File: src/rtl/mem_copy_engine.sv
// mem_copy_engine: block copy / block fill initiator for a single-port,
// word-addressed data memory, one memory access per cycle.
//
// Parameters:
//   AW       address width (word address)
//   DW       data width
//
// Ports:
//   clk      clock, all state updates on the rising edge
//   reset    asynchronous active-high reset
//   start    request pulse, sampled only in IDLE
//   mode     0 = copy src->dst, 1 = fill dst with pattern
//   src      copy source base address
//   dst      destination base address
//   len      word count (0 .. 2^AW-1)
//   pattern  fill value
//   busy     high in every state except IDLE
//   done     one-cycle completion pulse
//   mem_we   memory write enable
//   mem_a    memory address
//   mem_wd   memory write data
//   mem_rd   memory read data (combinational from mem_a)
//
// mode, src, dst, len and pattern are captured with start and are
// don't-care at any other time.
module mem_copy_engine #(
  parameter int AW = 16,
  parameter int DW = 16
) (
  input  logic          clk,
  input  logic          reset,
  input  logic          start,
  input  logic          mode,
  input  logic [AW-1:0] src,
  input  logic [AW-1:0] dst,
  input  logic [AW-1:0] len,
  input  logic [DW-1:0] pattern,
  output logic          busy,
  output logic          done,
  output logic          mem_we,
  output logic [AW-1:0] mem_a,
  output logic [DW-1:0] mem_wd,
  input  logic [DW-1:0] mem_rd
);

  localparam logic [1:0] S_IDLE = 2'd0;
  localparam logic [1:0] S_RD   = 2'd1;
  localparam logic [1:0] S_WR   = 2'd2;
  localparam logic [1:0] S_DONE = 2'd3;

  localparam logic [AW-1:0] ONE = AW'(1);

  logic [1:0]    state_q, state_d;
  logic          mode_q,  mode_d;
  logic [AW-1:0] src_q,   src_d;
  logic [AW-1:0] dst_q,   dst_d;
  logic [AW-1:0] rem_q,   rem_d;
  logic [DW-1:0] pat_q,   pat_d;
  logic [DW-1:0] data_q,  data_d;

  // Next-state logic. Pointers wrap modulo 2^AW with no special handling.
  // In copy mode every word is read and then written before the next
  // read, so overlapping regions behave as a strict ascending copy.
  always_comb begin
    state_d = state_q;
    mode_d  = mode_q;
    src_d   = src_q;
    dst_d   = dst_q;
    rem_d   = rem_q;
    pat_d   = pat_q;
    data_d  = data_q;
    unique case (state_q)
      S_IDLE: begin
        if (start) begin
          mode_d = mode;
          src_d  = src;
          dst_d  = dst;
          rem_d  = len;
          pat_d  = pattern;
          if (len == '0) begin
            state_d = S_DONE;
          end else if (mode) begin
            state_d = S_WR;
          end else begin
            state_d = S_RD;
          end
        end
      end
      S_RD: begin
        data_d  = mem_rd;
        src_d   = src_q + ONE;
        state_d = S_WR;
      end
      S_WR: begin
        dst_d = dst_q + ONE;
        rem_d = rem_q - ONE;
        if (rem_q == ONE) begin
          state_d = S_DONE;
        end else if (mode_q) begin
          state_d = S_WR;
        end else begin
          state_d = S_RD;
        end
      end
      S_DONE: begin
        state_d = S_IDLE;
      end
      default: begin
        state_d = S_IDLE;
      end
    endcase
  end

  always_ff @(posedge clk or posedge reset) begin
    if (reset) begin
      state_q <= S_IDLE;
      mode_q  <= 1'b0;
      src_q   <= '0;
      dst_q   <= '0;
      rem_q   <= '0;
      pat_q   <= '0;
      data_q  <= '0;
    end else begin
      state_q <= state_d;
      mode_q  <= mode_d;
      src_q   <= src_d;
      dst_q   <= dst_d;
      rem_q   <= rem_d;
      pat_q   <= pat_d;
      data_q  <= data_d;
    end
  end

  // Moore outputs: decoded from state only, so an asynchronous reset
  // drops mem_we in the same cycle it is asserted.
  always_comb begin
    busy   = (state_q != S_IDLE);
    done   = (state_q == S_DONE);
    mem_we = (state_q == S_WR);
    mem_a  = '0;
    mem_wd = '0;
    unique case (state_q)
      S_RD: begin
        mem_a = src_q;
      end
      S_WR: begin
        mem_a  = dst_q;
        mem_wd = mode_q ? pat_q : data_q;
      end
      default: begin
        mem_a  = '0;
        mem_wd = '0;
      end
    endcase
  end

endmodule
File: config.mk
export PLATFORM = sky130hd
export DESIGN_NAME = mem_copy_engine
export DESIGN_NICKNAME = d
export VERILOG_FILES = /design/src/rtl/mem_copy_engine.sv
export SDC_FILE = /design/constraint.sdc
export NUM_CORES = 1
export LEC_CHECK = 0
export BUFFER_PORTS_ARGS = -buffer_cell sky130_fd_sc_hd__buf_2
export CAP_MARGIN = 20
export CELL_PAD_IN_SITES_DETAIL_PLACEMENT = 0
export CELL_PAD_IN_SITES_GLOBAL_PLACEMENT = 2
export CORE_ASPECT_RATIO = 1.25
export CORE_UTILIZATION = 35
export DETAILED_ROUTE_END_ITERATION = 10
export PLACE_DENSITY = 0.83
export SYNTH_ARGS = -nofsm -noshare
export SYNTH_HDL_FRONTEND = slang
export SYNTH_SLANG_ARGS = --single-unit
File: constraint.sdc
create_clock -name clk -period 7.2 [get_ports clk]
set_input_delay 0.72 -clock clk [delete_from_list [all_inputs] [get_ports clk]]
set_output_delay 0.72 -clock clk [all_outputs]
set_load 0.02 [all_outputs]
==> results of run 1 <==
==> report_power, final <==
group | leakage (nW) | total, mW | switching, mW | internal, mW
clock network | 0.162 | 0.515 | 0.205 | 0.310
logic | 1.52 | 1.42 | 0.818 | 0.597
registers | 0.961 | 0.987 | 0.276 | 0.711
total | 2.65 | 2.92 | 1.30 | 1.62
==> per-layer routing <==
metal / vias to the layer above / routed length (um) / share of wire
met5: - / 0 / 0
li1: 2218 / - / -
met4: 0 / 233 / 0.016
met3: 14 / 547 / 0.039
met2: 107 / 7230 / 0.51
met1: 2243 / 6127 / 0.43
==> sequential cells by signal, summed over array words and instances, names as in the netlist <==
signal and flops:
state_q 2, mode_q 1, data_q 16, pat_q 16
dst_q 16, rem_q 16, src_q 16
==> logic make-up (layout without fill, tap and decap cells) <==
group / after synthesis / after routing
simple gates: 189 / 189
buf+inv: 49 / 150
mux: 61 / 61
compound gates: 148 / 148
flops: 83 / 83
fa+ha+maj: 8 / 8
==> Yosys cell counts, types with 3 or more instances <==
| library cell | number | share of area |
|---|---|---|
| or3_1 | 5 | 0.0062 |
| nand2b_1 | 6 | 0.0075 |
| o22a_1 | 3 | 0.0052 |
| inv_1 | 9 | 0.0067 |
| o211ai_1 | 3 | 0.0045 |
| and4_1 | 8 | 0.014 |
| clkbuf_1 | 20 | 0.015 |
| buf_1 | 8 | 0.0060 |
| or4_1 | 3 | 0.0045 |
| a22oi_1 | 10 | 0.015 |
| nand4_1 | 15 | 0.019 |
| o21ai_0 | 27 | 0.027 |
| and2_1 | 3 | 0.0037 |
| nor4_1 | 11 | 0.014 |
| nor2b_1 | 9 | 0.011 |
| a21boi_0 | 8 | 0.012 |
| nand3_1 | 17 | 0.017 |
| nor3_1 | 14 | 0.014 |
| a31oi_1 | 3 | 0.0037 |
| dfrtp_1 | 83 | 0.41 |
| ha_1 | 8 | 0.020 |
| buf_2 | 8 | 0.0080 |
| nor2_1 | 39 | 0.029 |
| a21oi_1 | 42 | 0.042 |
| mux2_2 | 36 | 0.081 |
| o2bb2a_1 | 5 | 0.010 |
| nand2_1 | 39 | 0.029 |
| and3_1 | 10 | 0.012 |
| nor3b_1 | 5 | 0.0075 |
| o22ai_1 | 29 | 0.036 |
| a211oi_1 | 3 | 0.0045 |
| mux2i_1 | 25 | 0.050 |
==> area by class of cell <==
cell class | instances | share of cell area
clock buffers | 9 | 0.03732
clock inverters | 7 | 0.01721
inverters | 10 | 0.006428
multi-input cells | 406 | 0.4512
flip-flops and latches | 83 | 0.3442
well taps | 175 | 0.03628
repair buffers | 124 | 0.1074
==> path summary, 6_finish.rpt <==
check / to / startpoint / slack, ps / cells past startpoint
setup / recovery: mem_wd[13] / state_q[0] / 3440 / 6
min in group asynchronous: pat_q[7] / reset / 530 / 3
hold reg to reg: pat_q[7] / pat_q[7] / 510 / 1
hold / removal: pat_q[7] / pat_q[7] / 510 / 1
setup reg to reg: rem_q[13] / state_q[0] / 3700 / 7
max in group asynchronous: src_q[10] / reset / 6030 / 4
==> cells in the final DEF (no fill, tap or decap), types with 5 or more instances in the layout <==
cell type    n
a21boi_0     8
nand3_1     17
mux2_2      36
o2bb2a_1     5
o21ai_0     27
nor3_1      14
nand4_1     15
nor2_1      39
inv_6        5
and3_1      10
o22ai_1     29
nor2b_1      9
nand2_1     39
nor4_1      11
ha_1         6
nor3b_1      5
buf_2      118
buf_4        5
and4_1       8
dfrtp_1     83
clkbuf_16    9
a22oi_1     10
a21oi_1     42
nand2b_1     6
or3_1        5
inv_1        8
mux2i_1     25
==> worst reg2reg max path, delay by kind of cell (launching register included) <==
family | cells | cell delay, ps
buffers and inverters | 3 | 1480
DFF | 1 | 420
AOI/OAI and AO/OA | 1 | 180
adders and majority gates | 1 | 290
and+or+nand+nor | 2 | 1050
==> stage by stage <==
stage | power (mW) | util | instance area (sq um)
detailed placement | 2.417 | 0.4098 | 5685
CTS | 2.942 | 0.4335 | 6015
floorplan | 2.031 | - | 5016
global route | 3.153 | 0.4350 | 6035
finish | 2.918 | 0.4350 | 6035
global placement | 2.368 | 0.4098 | 5685
==> summary.txt, run 1 <==
Initial Utilization -> 0.3616
Syn_nets -> 630
Final WL -> 14,140 um
Worst-path clk slew -> 70 ps
Status -> complete, no violations
WP data required -> 6480 ps
#FFs+latches synth -> 83
Grt total ovfl -> 0
RSZ-0062 raised after global routing -> false
Clock buffer depth -> 2
Max stage delay on crit path -> 840 ps
GP Congestion -> 0.8191
Grt met2 use -> 0.3253
Core Area -> 13,870 sq um
Post-Synth XOR/XNOR Area -> 0
Top FF cell, synth -> dfrtp_1
# IOs -> 119
GRT Overall Usage -> 0.1953
Buf+Inv Stages, Crit Path -> 4
Leakage -> 2.647 nW
Met3 GRT Util -> 0.03116
Port-buffer cells -> 118
Register area share after synthesis -> 0.4141
Post-synthesis compound-gate area fraction -> 0.1863
Grt peak-use layer -> met2
Die X -> 109.1 um
Power Dens Cells -> 483.5 nW/um^2
Max Slew Vio Count -> 0
Simple-gate portion of the synthesized area -> 0.2048
Mux contribution to synthesized area -> 0.1307
Hold WC Path Type -> register to register
CP max stage cell -> clkinv_1
CTS hold repair buffers -> 0
Non-filler cells, final -> 814
Vias in the first global route -> 4,295
Crit Path Class -> register to primary output
WP data arrival -> 3040 ps
FF+latch area -> 2077 sq um
Worst-margin pin slew -> 985.7 ps
Largest family of logic cells by synthesized area -> simple AND/OR/NAND/NOR gates
Fill cell count -> 1,382
DP Worst Slack -> 3703 ps
Setup Fix Bufs, Post-CTS -> 0
Fmax -> 265.9 MHz
H-tree Lvls -> 3
Crit path max-delay family -> buffers and inverters
FP Rows -> 48
Inserted Diodes -> 0
Critical-path cell list -> inv_1 > ha_2 > buf_4 > clkinv_1 > nor2_1 > buf_2
Worst VDD drop -> 0.1608 mV
Overall via count from detail_route -> 4,582
Multi-input logic area -> 2723 sq um
Setup TNS -> 0 ps
Final setup fails -> 0
Synth Warn # -> 0
Critical Path Source Type -> register
Initial antenna violation count -> 0
Met1 Use GR -> 0.2592
Max Clock Skew -> 7.294 ps
Post-Syn Instances -> 538
Tmin final -> 3761 ps
Antenna Nets Post-Route -> 0
Clock sink total -> 83
Clock Tree Root -> clkbuf_16
Die area -> 14,820 sq um
Hold Slack -> 506.6 ps
Vias per cell -> 5.629
Mean Syn Cell Area -> 9.324 sq um
Crit end category -> primary output
Layout Nets -> 726
Detailed Routing Iterations Pass 1 -> 5
Fin crit share -> 0.5223
DIE HEIGHT -> 135.8 um
First-pass GRT wire length -> 22,400 um
Relative slew slack -> 0.3378
Max-Cap Viols -> 0
Residual DRC -> 0
Post-Synth Adder-Cell Area -> 0.01996
Clk Latency, worst-skew pair -> 340 ps
Worst-path fanout max -> 61
Synth async-reset ratio -> 1.000
Wire per inst -> 17.37 um
Largest net degree at the start of global routing -> 84
Area Growth Syn to Fin -> 20.30%
Placed insts -> 797
Number of synthesized flops with an enable pin -> 0
Layout cell share with drive strength beyond 1 -> 0.2895
Unique masters post-synth -> 52
Final worst slack -> 3439 ps
CTS resizes -> 0
Detailed-placement wirelength estimate -> 9963 um
TritonCTS buffer count -> 9
CTS tree -> built
Mapped Area -> 5016 sq um
Final hold violation count -> 0
Initial drt markers -> 205
Note: power is estimated with default switching activity, not from simulation.
==> run 2: changes to the inputs <==
--- a/config.mk
+++ b/config.mk
@@ -10,9 +10,9 @@
 export CELL_PAD_IN_SITES_DETAIL_PLACEMENT = 0
 export CELL_PAD_IN_SITES_GLOBAL_PLACEMENT = 2
 export CORE_ASPECT_RATIO = 1.25
-export CORE_UTILIZATION = 35
+export CORE_UTILIZATION = 30
 export DETAILED_ROUTE_END_ITERATION = 10
-export PLACE_DENSITY = 0.83
+export PLACE_DENSITY = 0.76
 export SYNTH_ARGS = -nofsm -noshare
 export SYNTH_HDL_FRONTEND = slang
 export SYNTH_SLANG_ARGS = --single-unit
==> constraint.sdc (replaced) <==
create_clock -name clk -period 3.09 [get_ports clk]
set_input_delay 0.309 -clock clk [delete_from_list [all_inputs] [get_ports clk]]
set_output_delay 0.309 -clock clk [all_outputs]
set_load 0.02 [all_outputs]
==> summary.txt, run 2 (synthesis gave the netlist of run 1 again) <==
Max Clock Skew -> 6.779 ps (was 7.294 ps)
Clock buffer depth -> 2 (unchanged)
Critical Path Source Type -> register (unchanged)
WP data required -> 2780 ps (was 6480 ps)
Final worst slack -> 326.2 ps (was 3439 ps)
Fmax -> 361.8 MHz
Final hold violation count -> 0 (unchanged)
Initial antenna violation count -> 0 (unchanged)
Seq pwr share -> 0.338 (about the same)
FP Rows -> 52 (was 48)
Clock sink total -> 83 (unchanged)
Power Dens Cells -> 1118 nW/um^2 (was 483.5 nW/um^2)
Setup Fix Bufs, Post-CTS -> 0 (unchanged)
Commonest non-fill, non-tap cell in the layout -> buf_2 (unchanged)
Clock network power share -> 0.172 (was 0.177)
Largest net degree at the start of global routing -> 49 (was 84)
CTS hold repair buffers -> 0 (unchanged)
Initial Utilization -> 0.3084 (was 0.3616)
Vias per cell -> 5.303 (was 5.629)
Grt total ovfl -> 0 (unchanged)
Die X -> 117.7 um (was 109.1 um)
Core Area -> 16,270 sq um (was 13,870 sq um)
Worst-path fanout max -> 44 (was 61)
Status -> complete, no violations (unchanged)
Clk Latency, worst-skew pair -> 340 ps (about the same)
Layout cell share with drive strength beyond 1 -> 0.2939 (was 0.2895)
Clock Tree Root -> clkbuf_16 (unchanged)
Worst-margin pin slew -> 993.1 ps (was 985.7 ps)
Port-buffer cells -> 118 (unchanged)
Worst VDD drop -> 0.3067 mV (was 0.1608 mV)
WP data arrival -> 2450 ps (was 3040 ps)
Leakage -> 2.660 nW (was 2.647 nW)
Max Slew Vio Count -> 0 (unchanged)
Layout Nets -> 730 (was 726)
Detailed-placement wirelength estimate -> 10,670 um (was 9963 um)
Hold WC Path Type -> input port to asynchronous set/reset pin (was register to register)
Final setup fails -> 0 (unchanged)
Area Growth Syn to Fin -> 21.83% (was 20.30%)
Relative slew slack -> 0.3379 (was 0.3378)
Fin crit share -> 0.8944
Crit end category -> primary output (unchanged)
Vias in the first global route -> 4,604 (was 4,295)
CTS tree -> built (unchanged)
Tmin final -> 2764 ps
Residual DRC -> 0 (unchanged)
First-pass GRT wire length -> 24,010 um (was 22,400 um)
TritonCTS buffer count -> 9 (unchanged)
DP Worst Slack -> 557.6 ps (was 3703 ps)
Comb power frac -> 0.490 (was 0.485)
GRT Overall Usage -> 0.1752 (was 0.1953)
Max-Cap Viols -> 0 (unchanged)
Inserted Diodes -> 0 (unchanged)
Die area -> 17,240 sq um (was 14,820 sq um)
RSZ-0062 raised after global routing -> false (unchanged)
Crit Path Class -> register to primary output (unchanged)
DIE HEIGHT -> 146.6 um (was 135.8 um)
Initial drt markers -> 217 (was 205)
Internal power -> 3.792 mW (was 1.618 mW)
Worst-path clk slew -> 60 ps (was 70 ps)
GP Congestion -> 0.8310 (was 0.8191)
# IOs -> 119 (unchanged)
Net switching fraction of the power -> 0.4451 (was 0.4454)
H-tree Lvls -> 3 (unchanged)
Setup TNS -> 0 ps (unchanged)
Antenna Nets Post-Route -> 0 (unchanged)
Hold Slack -> 31.38 ps (was 506.6 ps)
Wire per inst -> 17.05 um (was 17.37 um)
Final WL -> 14,640 um (was 14,140 um)
Most frequent cells in the layout -> buf_2, dfrtp_1, a21oi_1, nand2_1, nor2_1 (unchanged)
CTS resizes -> 0 (unchanged)
Overall via count from detail_route -> 4,555 (was 4,582)
Detailed Routing Iterations Pass 1 -> 4 (was 5)
Switch Pwr -> 3.042 mW (was 1.300 mW)
==> run 2: cell types whose count changed in the layout (fill, tap and decap cells not counted), sizes merged <==
cell      before  now
clkinv         2    4
buf          124  128
inv           13   10
clkinvlp       0    1
==> run 2: path summary, 6_finish.rpt <==
check	to	from	cells after the start	slack, ps
worst max register to register	rem_q[13]	state_q[0]	6	580
worst min register to register	pat_q[8]	pat_q[8]	1	510
max in group asynchronous	pat_q[9]	reset	3	2340
min in group clk	pat_q[4]	pattern[4]	2	190
worst min-delay path	pat_q[13]	reset	2	30
worst max-delay path	mem_a[13]	state_q[1]	6	330
==> run 2: per-stage QoR <==
stage | area [sq um] | utilization | total power, mW | std cells
floorplan | 5016 | - | 4.733 | 538
global placement | 5787 | 0.3558 | 5.594 | 843
detailed placement | 5787 | 0.3558 | 5.690 | 843
CTS | 6111 | 0.3757 | 6.903 | 859
global route | 6111 | 0.3757 | 7.400 | 859
finish | 6111 | 0.3757 | 6.835 | 859
==> run 2: cell type report <==
| type | count | area, sq um |
|---|---|---|
| Clock buffer | 9 | 225.2 |
| Clock inverter | 7 | 98.84 |
| Fill cell | 1718 | 10150 |
| Tap cell | 216 | 270.3 |
| Multi-Input combinational cell | 406 | 2723 |
| Inverter | 10 | 38.79 |
| Timing Repair Buffer | 128 | 678.2 |
| Sequential cell | 83 | 2077 |
==> run 2: per-layer routing <==
metal	wire length, um	GRT usage	vias to the layer above	share of wire
met5	0	0	-	0
met4	270	0.07051	0	0.018
met3	543	0.02461	15	0.037
met2	7446	0.3062	96	0.51
met1	6382	0.2157	2226	0.44
li1	-	-	2218	-
==> run 2: power groups by stage <==
stage / combinational [mW] / clock (mW) / sequential, mW
2_1_floorplan: 2.68 / 0 / 2.05
3_3_place_gp: 3.31 / 0 / 2.28
3_5_place_dp: 3.37 / 0 / 2.32
4_1_cts: 3.38 / 1.22 / 2.30
5_1_grt: 3.72 / 1.26 / 2.41
6_report: 3.35 / 1.17 / 2.31
==> run 2: critical path: stages (launching register included) <==
cell	delay, ps
dfrtp_1	420
inv_1	90
ha_2	540
buf_4	490
nand2_1	90
a21boi_0	270
buf_2	220
